--- src/rtl/ball_motion_ctrl.sv ---
// rtl/ball_motion_ctrl.sv - three-ball pong physics: motion, wall/paddle bounces, speed levels, game over (optional pause: BALL_PAUSE_EN)
module ball_motion_ctrl #(
    parameter int HITS_PER_LEVEL = 4,
    parameter int TOP_MARGIN     = 25,
    parameter int BOTTOM_LIMIT   = 472,
    parameter int LEFT_LIMIT     = 41,
    parameter int RIGHT_LIMIT    = 592
) (
    input  logic       clk,
    input  logic       reset,
    input  logic       refresh_tick,
    input  logic       start,
`ifdef BALL_PAUSE_EN
    input  logic       pause,
`endif
    input  logic [9:0] paddle1_y,
    input  logic [9:0] paddle2_y,
    output logic [9:0] ball_x_0,
    output logic [9:0] ball_x_1,
    output logic [9:0] ball_x_2,
    output logic [9:0] ball_y_0,
    output logic [9:0] ball_y_1,
    output logic [9:0] ball_y_2,
    output logic [3:0] ball_speed,
    output logic       game_over,
    output logic [1:0] lost_side
);

    // 11-bit bounds so y+speed / x+speed comparisons never wrap
    localparam logic [10:0] TOP_Y   = 11'(TOP_MARGIN);
    localparam logic [10:0] BOT_Y   = 11'(BOTTOM_LIMIT);
    localparam logic [10:0] LEFT_X  = 11'(LEFT_LIMIT);
    localparam logic [10:0] RIGHT_X = 11'(RIGHT_LIMIT);
    localparam logic [4:0]  LEVEL_HITS = 5'(HITS_PER_LEVEL);

    localparam logic [9:0] SERVE_X = 10'd316;
    localparam logic [9:0] SERVE_Y [3] = '{10'd100, 10'd220, 10'd340};
    localparam logic [2:0] SERVE_DX = 3'b101;   // 1 = moving right
    localparam logic [2:0] SERVE_DY = 3'b011;   // 1 = moving down
    localparam logic [3:0] SERVE_SPEED = 4'd2;
    localparam logic [3:0] MAX_SPEED   = 4'd5;

    typedef enum logic [1:0] {IDLE, PLAY, OVER} state_t;

    state_t     state;
    logic [9:0] x_q [3];
    logic [9:0] y_q [3];
    logic [2:0] dx_q;
    logic [2:0] dy_q;
    logic [3:0] speed_q;
    logic [3:0] hit_cnt_q;

    logic [9:0] x_n [3];
    logic [9:0] y_n [3];
    logic [2:0] dx_n;
    logic [2:0] dy_n;
    logic [2:0] hit_n;
    logic [2:0] miss_l_n;
    logic [2:0] miss_r_n;
    logic [1:0] nhits;
    logic [4:0] cnt_sum;
    logic       paused;

`ifdef BALL_PAUSE_EN
    assign paused = pause;
`else
    assign paused = 1'b0;
`endif

    // Ball rows overlap the paddle rows p+25 .. p+97
    function automatic logic overlap(input logic [9:0] y, input logic [9:0] p);
        overlap = (({1'b0, y} + 11'd7) >= ({1'b0, p} + 11'd25)) &&
                  ({1'b0, y} <= ({1'b0, p} + 11'd97));
    endfunction

    // Returns {new_dy, new_y}
    function automatic logic [10:0] move_y(input logic [9:0] y, input logic down,
                                           input logic [3:0] spd);
        logic [10:0] y11;
        logic [10:0] s11;
        logic [9:0]  ny;
        logic        ndy;
        y11 = {1'b0, y};
        s11 = {7'd0, spd};
        ndy = down;
        ny  = down ? (y + {6'd0, spd}) : (y - {6'd0, spd});
        // y - speed <= top rewritten as y <= top + speed to avoid underflow
        if (!down && (y11 <= TOP_Y + s11)) begin
            ny  = TOP_Y[9:0];
            ndy = 1'b1;
        end else if (down && (y11 + s11 >= BOT_Y)) begin
            ny  = BOT_Y[9:0];
            ndy = 1'b0;
        end
        move_y = {ndy, ny};
    endfunction

    // Returns {miss_left, miss_right, hit, new_dx, new_x}
    function automatic logic [13:0] move_x(input logic [9:0] x, input logic right,
                                           input logic [9:0] y, input logic [3:0] spd,
                                           input logic [9:0] pad_l, input logic [9:0] pad_r);
        logic [10:0] x11;
        logic [10:0] s11;
        logic [9:0]  nx;
        logic        ndx;
        logic        hit;
        logic        ml;
        logic        mr;
        x11 = {1'b0, x};
        s11 = {7'd0, spd};
        nx  = right ? (x + {6'd0, spd}) : (x - {6'd0, spd});
        ndx = right;
        hit = 1'b0;
        ml  = 1'b0;
        mr  = 1'b0;
        if (!right && (x11 <= LEFT_X + s11)) begin
            if (overlap(y, pad_l)) begin
                nx  = LEFT_X[9:0];
                ndx = 1'b1;
                hit = 1'b1;
            end else begin
                ml = 1'b1;
            end
        end else if (right && (x11 + s11 >= RIGHT_X)) begin
            if (overlap(y, pad_r)) begin
                nx  = RIGHT_X[9:0];
                ndx = 1'b0;
                hit = 1'b1;
            end else begin
                mr = 1'b1;
            end
        end
        move_x = {ml, mr, hit, ndx, nx};
    endfunction

    // Candidate next positions/directions of all three balls for this tick
    always_comb begin
        dx_n     = dx_q;
        dy_n     = dy_q;
        hit_n    = '0;
        miss_l_n = '0;
        miss_r_n = '0;
        for (int i = 0; i < 3; i++) begin
            x_n[i] = x_q[i];
            y_n[i] = y_q[i];
            {dy_n[i], y_n[i]} = move_y(y_q[i], dy_q[i], speed_q);
            {miss_l_n[i], miss_r_n[i], hit_n[i], dx_n[i], x_n[i]} =
                move_x(x_q[i], dx_q[i], y_q[i], speed_q, paddle1_y, paddle2_y);
        end
        nhits   = {1'b0, hit_n[0]} + {1'b0, hit_n[1]} + {1'b0, hit_n[2]};
        cnt_sum = {1'b0, hit_cnt_q} + {3'd0, nhits};
    end

    // Game FSM with all ball state and outputs registered
    always_ff @(posedge clk or posedge reset) begin
        if (reset) begin
            state     <= IDLE;
            for (int i = 0; i < 3; i++) begin
                x_q[i] <= SERVE_X;
                y_q[i] <= SERVE_Y[i];
            end
            dx_q      <= SERVE_DX;
            dy_q      <= SERVE_DY;
            speed_q   <= SERVE_SPEED;
            hit_cnt_q <= '0;
            game_over <= 1'b0;
            lost_side <= 2'b00;
        end else begin
            case (state)
                PLAY: begin
                    if (refresh_tick && !paused) begin
                        if ((|miss_l_n) || (|miss_r_n)) begin
                            // Balls freeze where they were; hits this tick are discarded
                            state     <= OVER;
                            game_over <= 1'b1;
                            lost_side <= {|miss_r_n, |miss_l_n};
                        end else begin
                            for (int i = 0; i < 3; i++) begin
                                x_q[i] <= x_n[i];
                                y_q[i] <= y_n[i];
                            end
                            dx_q <= dx_n;
                            dy_q <= dy_n;
                            if (cnt_sum >= LEVEL_HITS) begin
                                hit_cnt_q <= 4'(cnt_sum - LEVEL_HITS);
                                if (speed_q < MAX_SPEED) begin
                                    speed_q <= speed_q + 4'd1;
                                end
                            end else begin
                                hit_cnt_q <= cnt_sum[3:0];
                            end
                        end
                    end
                end
                default: begin
                    // IDLE and OVER: only start matters, ticks are ignored
                    if (start) begin
                        state     <= PLAY;
                        for (int i = 0; i < 3; i++) begin
                            x_q[i] <= SERVE_X;
                            y_q[i] <= SERVE_Y[i];
                        end
                        dx_q      <= SERVE_DX;
                        dy_q      <= SERVE_DY;
                        speed_q   <= SERVE_SPEED;
                        hit_cnt_q <= '0;
                        game_over <= 1'b0;
                        lost_side <= 2'b00;
                    end
                end
            endcase
        end
    end

    assign ball_x_0   = x_q[0];
    assign ball_x_1   = x_q[1];
    assign ball_x_2   = x_q[2];
    assign ball_y_0   = y_q[0];
    assign ball_y_1   = y_q[1];
    assign ball_y_2   = y_q[2];
    assign ball_speed = speed_q;

endmodule

--- config.mk ---
export PLATFORM = sky130hd
export DESIGN_NAME = ball_motion_ctrl
export DESIGN_NICKNAME = d
export VERILOG_FILES = /design/src/rtl/ball_motion_ctrl.sv
export SDC_FILE = /design/constraint.sdc
export NUM_CORES = 1
export LEC_CHECK = 0
export BUFFER_PORTS_ARGS = -buffer_cell sky130_fd_sc_hd__buf_2
export CAP_MARGIN = 20
export CORE_MARGIN = 5
export CORE_UTILIZATION = 57
export CTS_CLUSTER_SIZE = 16
export DETAILED_ROUTE_END_ITERATION = 8
export PLACE_DENSITY_LB_ADDON = 0.25
export SYNTH_ARGS = -nofsm -noshare
export SYNTH_HDL_FRONTEND = slang
export SYNTH_SLANG_ARGS = --single-unit
export TNS_END_PERCENT = 50
--- constraint.sdc ---
create_clock -name clk -period 6.3 [get_ports clk]
set_input_delay 0.315 -clock clk [delete_from_list [all_inputs] [get_ports clk]]
set_output_delay 0.315 -clock clk [all_outputs]
set_load 0.05 [all_outputs]
==> impl_metrics.env, run 1 <==
export IMPL_status="finished, final reports clean"
export IMPL_clkTransAtPathRegs_ns=0.07
export IMPL_cts_hold_fix_buffers=0
export IMPL_seq_area_frac_synth_pct=16.9
export IMPL_cp_arrival_ns=6.14
export IMPL_row_count=52
export IMPL_antenna_cells=0
export IMPL_overflow=0
export IMPL_place_congestion=1.07
export IMPL_ant_nets=0
export IMPL_slew_violations=0
export IMPL_cts_made_buffers=9
export IMPL_final_cell_mix="ha_1, nor2_1, nand2_1, a21oi_1"
export IMPL_fp_dieH_um=154
export IMPL_drt_pass1_iterations=5
export IMPL_ctsHtreeMaxLevel=3
export IMPL_synth_ff_type="dfrtp_1"
export IMPL_routed_via_density=6.37
export IMPL_wire_per_inst_um=20.1
export IMPL_synth_fp_nets=1705
export IMPL_end_kind="register"
export IMPL_dr_total_vias=11484
export IMPL_final_common_cell="ha_1"
export IMPL_cts_root_buf="clkbuf_16"
export IMPL_ys_ff_latch=78
export IMPL_holdCritPathClass="in2async"
export IMPL_core_area_sq_um=20300
export IMPL_rsz0062_at_grt="no"
export IMPL_r2r_slack_ns=0.44
export IMPL_rr_startpoint="ball_y_0[0]$_DFFE_PP0P_"
export IMPL_cts_sinks=78
export IMPL_multi_input_area_sq_um=9270
export IMPL_async_flop_share_pct=100
export IMPL_hpwl_mm=27.6
export IMPL_synth_area_sq_um=11800
export IMPL_seqCellArea_sq_um=1990
export IMPL_antenna_found_initial=0
export IMPL_io_pins=91
export IMPL_cts_buffer_depth=2
export IMPL_ys_warnings_count=0
export IMPL_track_usage_pct=29.8
export IMPL_drtIter0Drc=696
export IMPL_start_kind="register"
export IMPL_reg2reg_to="ball_speed[3]$_DFFE_PP0P_"
export IMPL_fin_crit_sh_pct=93.0
export IMPL_worstPathMaxFanout=7
export IMPL_crit_type="reg2reg"
export IMPL_worst_r2r_path_depth=24
export IMPL_max_slew_margin_rel_pct=50.7
export IMPL_min_period_ns=5.86
export IMPL_tritoncts="yes"
export IMPL_synthToLayoutAreaGrowth_pct=11.1
export IMPL_worst_slew_pin_slew_ns=0.732
export IMPL_synth_cells=1430
export IMPL_grt_pass1_wl_mm=57.7
export IMPL_endpoint="ball_speed[3]$_DFFE_PP0P_"
export IMPL_nFillCells=1747
export IMPL_postSynthAreaPerCell_sq_um=8.24
export IMPL_drcViolationCount=0
export IMPL_ys_types=76
export IMPL_finish_utilization_pct=64.5
export IMPL_fin_worst_skew_ns=0.0117
export IMPL_fp_dieArea_sq_um=23700
export IMPL_fin_nets=1802
export IMPL_whs_ns=0.0104
export IMPL_port_buffers=90
export IMPL_grt_max_degree=79
export IMPL_initial_core_util_pct=58.1
export IMPL_hold_viol_final=0
export IMPL_die_x_um=154
export IMPL_cap_violations=0
export IMPL_setup_tns_ns=0
export IMPL_synth_edf_count=0
export IMPL_fmax_mhz=171
export IMPL_wl_mm=36.3
export IMPL_finalSetupViolations=0
export IMPL_startpoint="ball_y_0[0]$_DFFE_PP0P_"
export IMPL_layout_drive_gt1_share_pct=14.0
export IMPL_clkLatencyLatePin_ns=0.35
export IMPL_required_ns=6.58
export IMPL_first_global_vias=11233
-- worst min-delay path by stage --
stage                                          end  cells past startpoint  slack [ns]
final                      ball_x_1[1]$_DFFE_PP0P_                      3        0.01
after CTS                    game_over$_DFFE_PP0P_                      2        0.18
after global placement    lost_side[0]$_DFFE_PP0P_                      1        0.50
after floorplan              game_over$_DFFE_PP0P_                      1        0.41
after global routing       ball_x_1[1]$_DFFE_PP0P_                      3        0.04
after detailed placement  lost_side[0]$_DFFE_PP0P_                      1        0.50
-- metal layers --
| layer | track usage (%) | up-vias | part of all wire [%] | wire length, um |
|---|---|---|---|---|
| li1 | - | 5479 | - | - |
| met1 | 37.0 | 5436 | 41 | 14800 |
| met2 | 51.0 | 461 | 47 | 17200 |
| met3 | 4.33 | 108 | 7.0 | 2530 |
| met4 | 14.1 | 0 | 4.8 | 1730 |
| met5 | 0 | - | 0 | 0 |
-- registers in the layout (all words and copies together) (netlist names), 2 cells and up --
| register | flops |
|---|---|
| ball_x_1 | 10 |
| dy_q | 3 |
| ball_speed | 4 |
| lost_side | 2 |
| ball_y_0 | 10 |
| dx_q | 3 |
| ball_x_0 | 10 |
| ball_y_2 | 10 |
| hit_cnt_q | 4 |
| ball_x_2 | 10 |
| ball_y_1 | 10 |
-- logic make-up (layout without fill, tap and decap cells) --
family	count (synthesis)	after routing	share of synthesized area, %
compound gates	427	427	24.1
flops	78	78	16.9
buf+inv	136	238	4.53
simple gates	408	408	16.9
fa+ha+maj	253	253	27.7
mux	22	22	2.07
xor+xnor	106	106	7.88
-- what timing repair did --
action                     4_1_cts  5_1_grt
gates resized for setup          0        2
setup buffers                    0        0
setup endpoints to repair        0        2
-- worst max-delay path: stages, from the launching register on --
cell	delay, ns
dfrtp_1	0.48
inv_1	0.19
ha_1	0.26
nand2b_1	0.15
nand2_1	0.09
xnor2_1	0.17
ha_1	0.30
nand2_1	0.05
o31ai_1	0.25
maj3_1	0.26
a31oi_1	0.10
o21ai_0	0.46
nand2b_1	0.15
nand2_1	0.24
fa_1	0.46
ha_1	0.24
fa_1	0.42
xor2_1	0.22
ha_1	0.18
nand2_1	0.05
and3_1	0.19
nor3_1	0.30
nand4b_1	0.24
o21ai_0	0.21
and2_1	0.14
-- cell usage after synthesis, types with 5 or more instances --
master     number  area, sq um
ha_1          237         2970
nor2_1        107          402
nand2_1       101          379
a21oi_1       100          500
inv_1          91          342
o21ai_0        90          450
xnor2_1        60          526
dfrtp_1        46         1150
xor2_1         46          403
a21o_1         43          323
nand3_1        43          215
o21a_1         36          270
nor2b_1        33          206
dfstp_2        32          841
clkbuf_1       28          105
nand4_1        27          169
mux2_2         19          214
nand2b_1       19          119
nor3_1         19         95.1
a31oi_1        16          100
o22ai_1        15         93.8
fa_1           14          280
o211ai_1       14          105
and3_1         12         75.1
buf_2          10         50.1
a211oi_1        9         67.6
nor4_1          9         56.3
o311ai_0        8         70.1
o31ai_1         8         60.1
a21boi_0        7         52.6
and2_1          7         43.8
o2111ai_1       7         61.3
or2_2           7         43.8
a41o_1          6         60.1
or3_1           6         37.5
a2111oi_0       5         43.8
a221oi_1        5         43.8
a22o_1          5         43.8
o21bai_1        5         37.5
o22a_1          5         43.8
or4_1           5         37.5
-- final cells by class --
class	count	share of cell area, %
clock inverters	4	0.917
repair buffers	131	6.13
multi-input cells	1216	70.7
flip-flops and latches	78	15.2
clock buffers	12	1.80
inverters	91	2.62
well taps	270	2.58
-- metrics by stage --
step | worst slack, ns | area (sq um) | instances
floorplan | 0.146 | 11800 | 1430
global placement | 0.412 | 12700 | 1785
detailed placement | 0.284 | 12700 | 1785
CTS | 0.380 | 13100 | 1801
global route | 0.0544 | 13100 | 1802
finish | 0.440 | 13100 | 1802
Power of run 1 is not shown: default switching activity piles up to over one toggle a cycle in this logic, so the estimate is an artifact.
==> run 2: changes to the inputs <==
RECOVER_POWER = 50   (was default)
==> run 2 against run 1 <==
  * The run now ends with max-capacitance violations, max-slew violations left
  * Non-clock buffer count unchanged
  * Final area down 0.53%
  * Count of clock-buffer cells in the layout unchanged
  * Flip-flop and latch count unchanged
  * Register-to-register slack about the same
  * Maximum frequency down 0.13%
  * Critical path depth up 1
  * Via count down 0.22%
  * Global-route usage unchanged
  * Largest cell class unchanged
==> impl_metrics.env, run 2 (synthesis gave the netlist of run 1 again) <==
export IMPL_crit_type="in2reg"
export IMPL_rr_startpoint="ball_y_0[0]$_DFFE_PP0P_"
export IMPL_cts_made_buffers=9
export IMPL_end_kind="register"
export IMPL_max_stage_delay_ns=0.51
export IMPL_r2r_slack_ns=0.44
export IMPL_holdCritPathClass="in2reg"
export IMPL_io_pins=91
export IMPL_fp_dieH_um=154
export IMPL_cts_sinks=78
export IMPL_cts_buffer_depth=2
export IMPL_hold_viol_final=0
export IMPL_clkLatencyLatePin_ns=0.35
export IMPL_drtIter0Drc=730
export IMPL_ant_nets=0
export IMPL_crit_family="compound AO/OA/AOI/OAI gates"
export IMPL_crit_cells=25
export IMPL_cp_arrival_ns=6.15
export IMPL_finalSetupViolations=0
export IMPL_min_period_ns=5.87
export IMPL_grt_max_degree=79
export IMPL_place_congestion=1.07
export IMPL_antenna_cells=0
export IMPL_fin_nets=1802
export IMPL_setup_tns_ns=0
export IMPL_max_slew_margin_rel_pct=-109
export IMPL_overflow=0
export IMPL_pre_cts_ws_ns=0.284
export IMPL_port_buffers=90
export IMPL_final_cell_mix="ha_1, nor2_1, nand2_1, a21oi_1"
export IMPL_drcViolationCount=0
export IMPL_fin_crit_sh_pct=93.1
export IMPL_dr_total_vias=11459
export IMPL_min_from="start"
export IMPL_wire_per_inst_um=20.1
export IMPL_initial_core_util_pct=58.1
export IMPL_required_ns=6.58
export IMPL_routed_via_density=6.36
export IMPL_fin_ws_ns=0.432
export IMPL_hpwl_mm=27.6
export IMPL_hold_depth=2
export IMPL_violations="max-capacitance violations, max-slew violations"
export IMPL_row_count=52
export IMPL_worst_slew_pin_slew_ns=3.14
export IMPL_slew_violations=57
export IMPL_worst_path_max_delay_cell="o21ai_0"
export IMPL_cts_hold_fix_buffers=0
export IMPL_start_kind="primary input"
export IMPL_rsz0062_at_grt="no"
export IMPL_worstPathMaxFanout=5
export IMPL_clkTransAtPathRegs_ns=0.06
export IMPL_cts_root_buf="clkbuf_16"
export IMPL_fmax_mhz=170
export IMPL_cap_violations=1
export IMPL_track_usage_pct=29.8
export IMPL_final_common_cell="ha_1"
export IMPL_wl_mm=36.2
export IMPL_first_global_vias=11233
export IMPL_ctsHtreeMaxLevel=3
export IMPL_post_cts_buffers=0
export IMPL_die_x_um=154
export IMPL_fin_worst_skew_ns=0.0118
export IMPL_startpoint="paddle2_y[0]"
export IMPL_tritoncts="yes"
export IMPL_antenna_found_initial=0
export IMPL_cp_num_buf_inv=1
export IMPL_worst_r2r_path_depth=24
export IMPL_synthToLayoutAreaGrowth_pct=10.5
export IMPL_drt_pass1_iterations=7
export IMPL_cts_resized=0
export IMPL_status="finished, violations left"
export IMPL_layout_drive_gt1_share_pct=11.7
export IMPL_core_area_sq_um=20300
export IMPL_grt_pass1_wl_mm=57.7
export IMPL_fp_dieArea_sq_um=23700
[run 2: cell count changes in the layout (fill, tap and decap cells not counted), sizes merged]
| cell | previous run | this run |
|---|---|---|
| buf | 131 | 96 |
| clkbuf | 12 | 47 |
| clkinv | 1 | 0 |
| clkinvlp | 0 | 1 |
[run 2: metrics by stage]
| stage | instance area, sq um | std cells | util, % | hold WS, ns |
|---|---|---|---|---|
| 2_1_floorplan | 11800 | 1430 | - | 0.411 |
| 3_3_place_gp | 12700 | 1785 | 62.6 | 0.497 |
| 3_5_place_dp | 12700 | 1785 | 62.6 | 0.498 |
| 4_1_cts | 13100 | 1801 | 64.4 | 0.185 |
| 5_1_grt | 13000 | 1802 | 64.2 | 0.196 |
| 6_report | 13000 | 1802 | 64.2 | 0.196 |
[run 2: cell type report]
cell class | count | area [sq um]
clock buffers | 12 | 236
fillers | 1771 | 7270
clock inverters | 4 | 120
multi-input cells | 1216 | 9270
well taps | 270 | 338
repair buffers | 131 | 734
inverters | 91 | 343
flip-flops and latches | 78 | 1990
[run 2: layer usage]
| metal | part of all wire [%] | routed length [um] | GRT usage, % | vias up |
|---|---|---|---|---|
| met5 | 0 | 0 | 0 | - |
| met4 | 4.8 | 1740 | 14.1 | 0 |
| met3 | 7.2 | 2600 | 4.33 | 110 |
| li1 | - | - | - | 5475 |
| met1 | 40 | 14700 | 37.0 | 5400 |
| met2 | 48 | 17200 | 51.0 | 474 |
[run 2: final timing paths]
kind / endpoint
worst min-delay path: game_over$_DFFE_PP0P_
worst max register to register: ball_speed[3]$_DFFE_PP0P_
worst max-delay path: ball_speed[3]$_DFFE_PP0P_
max in group asynchronous: ball_x_0[6]$_DFFE_PP0P_
worst min register to register: lost_side[0]$_DFFE_PP0P_
min in group asynchronous: ball_x_1[1]$_DFFE_PP0P_
Power of run 2 is left out for the same reason.
==> run 3: changes to the inputs <==
ABC_AREA = 1   (was default)
==> run 3 against run 2 <==
  * The flow still finishes with violations (max-capacitance violations, max-slew violations)
  * Synthesized area grew 7.7%
  * Worst setup slack worse by 0.018 ns
  * Critical path depth unchanged
  * Final area is 5.8% higher
  * Clock skew up 0.0033 ns
  * Worst hold slack improved by 0.083 ns
  * First-iteration DRC count up 49%
  * Sequential share of layout area decreased by 0.83 points
  * Global-route usage up 2.6 points
  * Critical endpoint is now ball_speed[0]$_DFFE_PP0P_
==> impl_metrics.env, run 3 <==
export IMPL_grt_max_degree=74
export IMPL_postSynthAreaPerCell_sq_um=6.62
export IMPL_tritoncts="yes"
export IMPL_layout_drive_gt1_share_pct=6.45
export IMPL_core_area_sq_um=21900
export IMPL_place_congestion=0.995
export IMPL_ant_nets=0
export IMPL_synth_cells=1918
export IMPL_yosys_top_cells_area="ha_1, nand2_1, dfrtp_1, inv_1, dfstp_2"
export IMPL_final_common_cell="nand2_1"
export IMPL_grt_pass1_wl_mm=67.1
export IMPL_dr_total_vias=13411
export IMPL_routed_via_density=5.84
export IMPL_met3_length_mm=3.29
export IMPL_met1Wirelength_mm=17.4
export IMPL_cts_root_buf="clkbuf_16"
export IMPL_synth_fp_nets=2193
export IMPL_setup_tns_ns=0
export IMPL_cap_violations=1
export IMPL_dr_wl_met2_mm=19.4
export IMPL_ys_ff_latch=78
export IMPL_wl_mm=42.2
export IMPL_fp_dieArea_sq_um=25400
export IMPL_multi_input_area_sq_um=9570
export IMPL_fp_dieH_um=159
export IMPL_overflow=0
export IMPL_fin_worst_skew_ns=0.0151
export IMPL_async_flop_share_pct=100
export IMPL_finalSetupViolations=0
export IMPL_wire_per_inst_um=18.4
export IMPL_hpwl_mm=32.7
export IMPL_drt_pass1_iterations=6
export IMPL_crit_type="reg2reg"
export IMPL_ctsHtreeMaxLevel=3
export IMPL_seq_area_frac_synth_pct=15.7
export IMPL_drcViolationCount=0
export IMPL_drtIter0Drc=1091
export IMPL_synth_area_sq_um=12700
export IMPL_post_cts_buffers=0
export IMPL_finish_utilization_pct=63.0
export IMPL_synthToLayoutAreaGrowth_pct=8.53
export IMPL_final_cell_mix="nand2_1, inv_1, ha_1"
export IMPL_clkLatencyLatePin_ns=0.36
export IMPL_fin_nets=2284
export IMPL_max_slew_margin_rel_pct=-174
export IMPL_cts_sinks=78
export IMPL_worst_slew_pin_slew_ns=4.11
export IMPL_cts_buffer_depth=2
export IMPL_fin_crit_sh_pct=93.4
export IMPL_cp_num_buf_inv=2
export IMPL_cp_arrival_ns=6.13
export IMPL_violations="max-capacitance violations, max-slew violations"
export IMPL_worstPathMaxFanout=8
export IMPL_ys_top_cells_by_count="nand2_1, inv_1, ha_1"
export IMPL_fmax_mhz=170
export IMPL_end_kind="register"
export IMPL_worst_path_max_delay_cell="dfrtp_1"
export IMPL_hold_viol_final=0
export IMPL_rsz0062_at_grt="no"
export IMPL_status="finished, violations left"
export IMPL_synth_edf_count=0
export IMPL_fin_ws_ns=0.414
export IMPL_crit_family="adder cells"
export IMPL_cts_made_buffers=9
export IMPL_io_pins=91
export IMPL_first_global_vias=12984
export IMPL_start_kind="register"
export IMPL_antenna_found_initial=0
export IMPL_track_usage_pct=32.4
export IMPL_clkTransAtPathRegs_ns=0.07
export IMPL_ys_types=48
export IMPL_initial_core_util_pct=58.0
export IMPL_die_x_um=159
export IMPL_ys_warnings_count=0
export IMPL_yosysMostFrequentCell="nand2_1"
export IMPL_slew_violations=71
export IMPL_holdCritPathClass="in2reg"
export IMPL_nFillCells=2083
export IMPL_synth_top_area_share_pct=23.3
export IMPL_pre_cts_ws_ns=0.577
export IMPL_topRoutingLayerUsed="met4"
export IMPL_synth_top_area_cell="ha_1"
export IMPL_port_buffers=90
export IMPL_min_period_ns=5.89
export IMPL_max_stage_delay_ns=0.57
export IMPL_synth_ff_type="dfrtp_1"
export IMPL_seqCellArea_sq_um=1990
export IMPL_required_ns=6.54
export IMPL_row_count=54
-- run 3: cell types whose count changed in the layout (fill, tap and decap cells not counted), moves of 24 or more --
cell and delta:
nand2_1 +426, inv_1 +156, nand3_1 +65, a21o_1 -40, o21a_1 -35, nand4_1 +33, nor2b_1 -32, xnor2_1 -32
o21ai_1 +31, a21oi_1 +30, buf_2 -26, nor2_1 +24
-- run 3: worst reg2reg max path, delay by kind of cell (launching register included) --
family          cells  cell delay [ns]
simple gates       11             1.61
xor+xnor            2             0.47
fa+ha+maj           6             1.87
compound gates      4             1.00
flops               1             0.57
buf+inv             2             0.27
-- run 3: layout make-up --
cell class	instances	area share, %
Timing Repair Buffer	118	4.34
Clock inverter	7	0.744
Multi-Input combinational cell	1552	69.4
Antenna cell	1	0.0182
Inverter	250	6.82
Clock buffer	9	1.63
Tap cell	280	2.54
Sequential cell	78	14.5
-- run 3: final timing paths --
kind	startpoint	endpoint	slack [ns]	cells after the start
worst min-delay path	refresh_tick	lost_side[1]$_DFFE_PP0P_	0.28	3
worst max-delay path	ball_y_2[1]$_DFFE_PP0P_	ball_speed[0]$_DFFE_PP0P_	0.41	25
worst min register to register	ball_x_0[8]$_DFFE_PP1P_	ball_x_0[8]$_DFFE_PP1P_	0.52	2
max in group asynchronous	reset	ball_speed[0]$_DFFE_PP0P_	1.31	4
min in group asynchronous	reset	ball_y_0[3]$_DFFE_PP0P_	0.47	3
worst max register to register	ball_y_2[1]$_DFFE_PP0P_	ball_speed[0]$_DFFE_PP0P_	0.41	25
-- run 3: per-stage QoR --
stage               cell area [sq um]  instances  hold WS, ns
floorplan                       12700       1918        0.460
global placement                13500       2277        0.209
detailed placement              13500       2277        0.216
CTS                             13900       2294        0.273
global route                    13800       2294        0.283
finish                          13800       2295        0.279
-- run 3: logic make-up (layout without fill, tap and decap cells) --
group / after synthesis / after routing / share of synthesized area, %
compound gates: 326 / 326 / 14.0
other cells: 0 / 1 / 0
simple gates: 885 / 885 / 29.6
flops: 78 / 78 / 15.7
xor+xnor: 90 / 90 / 6.21
buf+inv: 288 / 384 / 8.95
fa+ha+maj: 251 / 251 / 25.6
-- run 3: routing by layer --
layer  vias to the layer above  track usage, %
li1                       6589               -
met1                      6069            40.5
met2                       602            54.7
met3                       151            5.54
met4                         0            14.7
met5                         -               0
-- run 3: timing repair --
item                                   4_1_cts  5_1_grt
resized for setup                            0        1
hold buffers                                 1        0
endpoints found under the hold margin        5        0
setup endpoints to repair                    0        3
Power of run 3 is left out for the same reason.
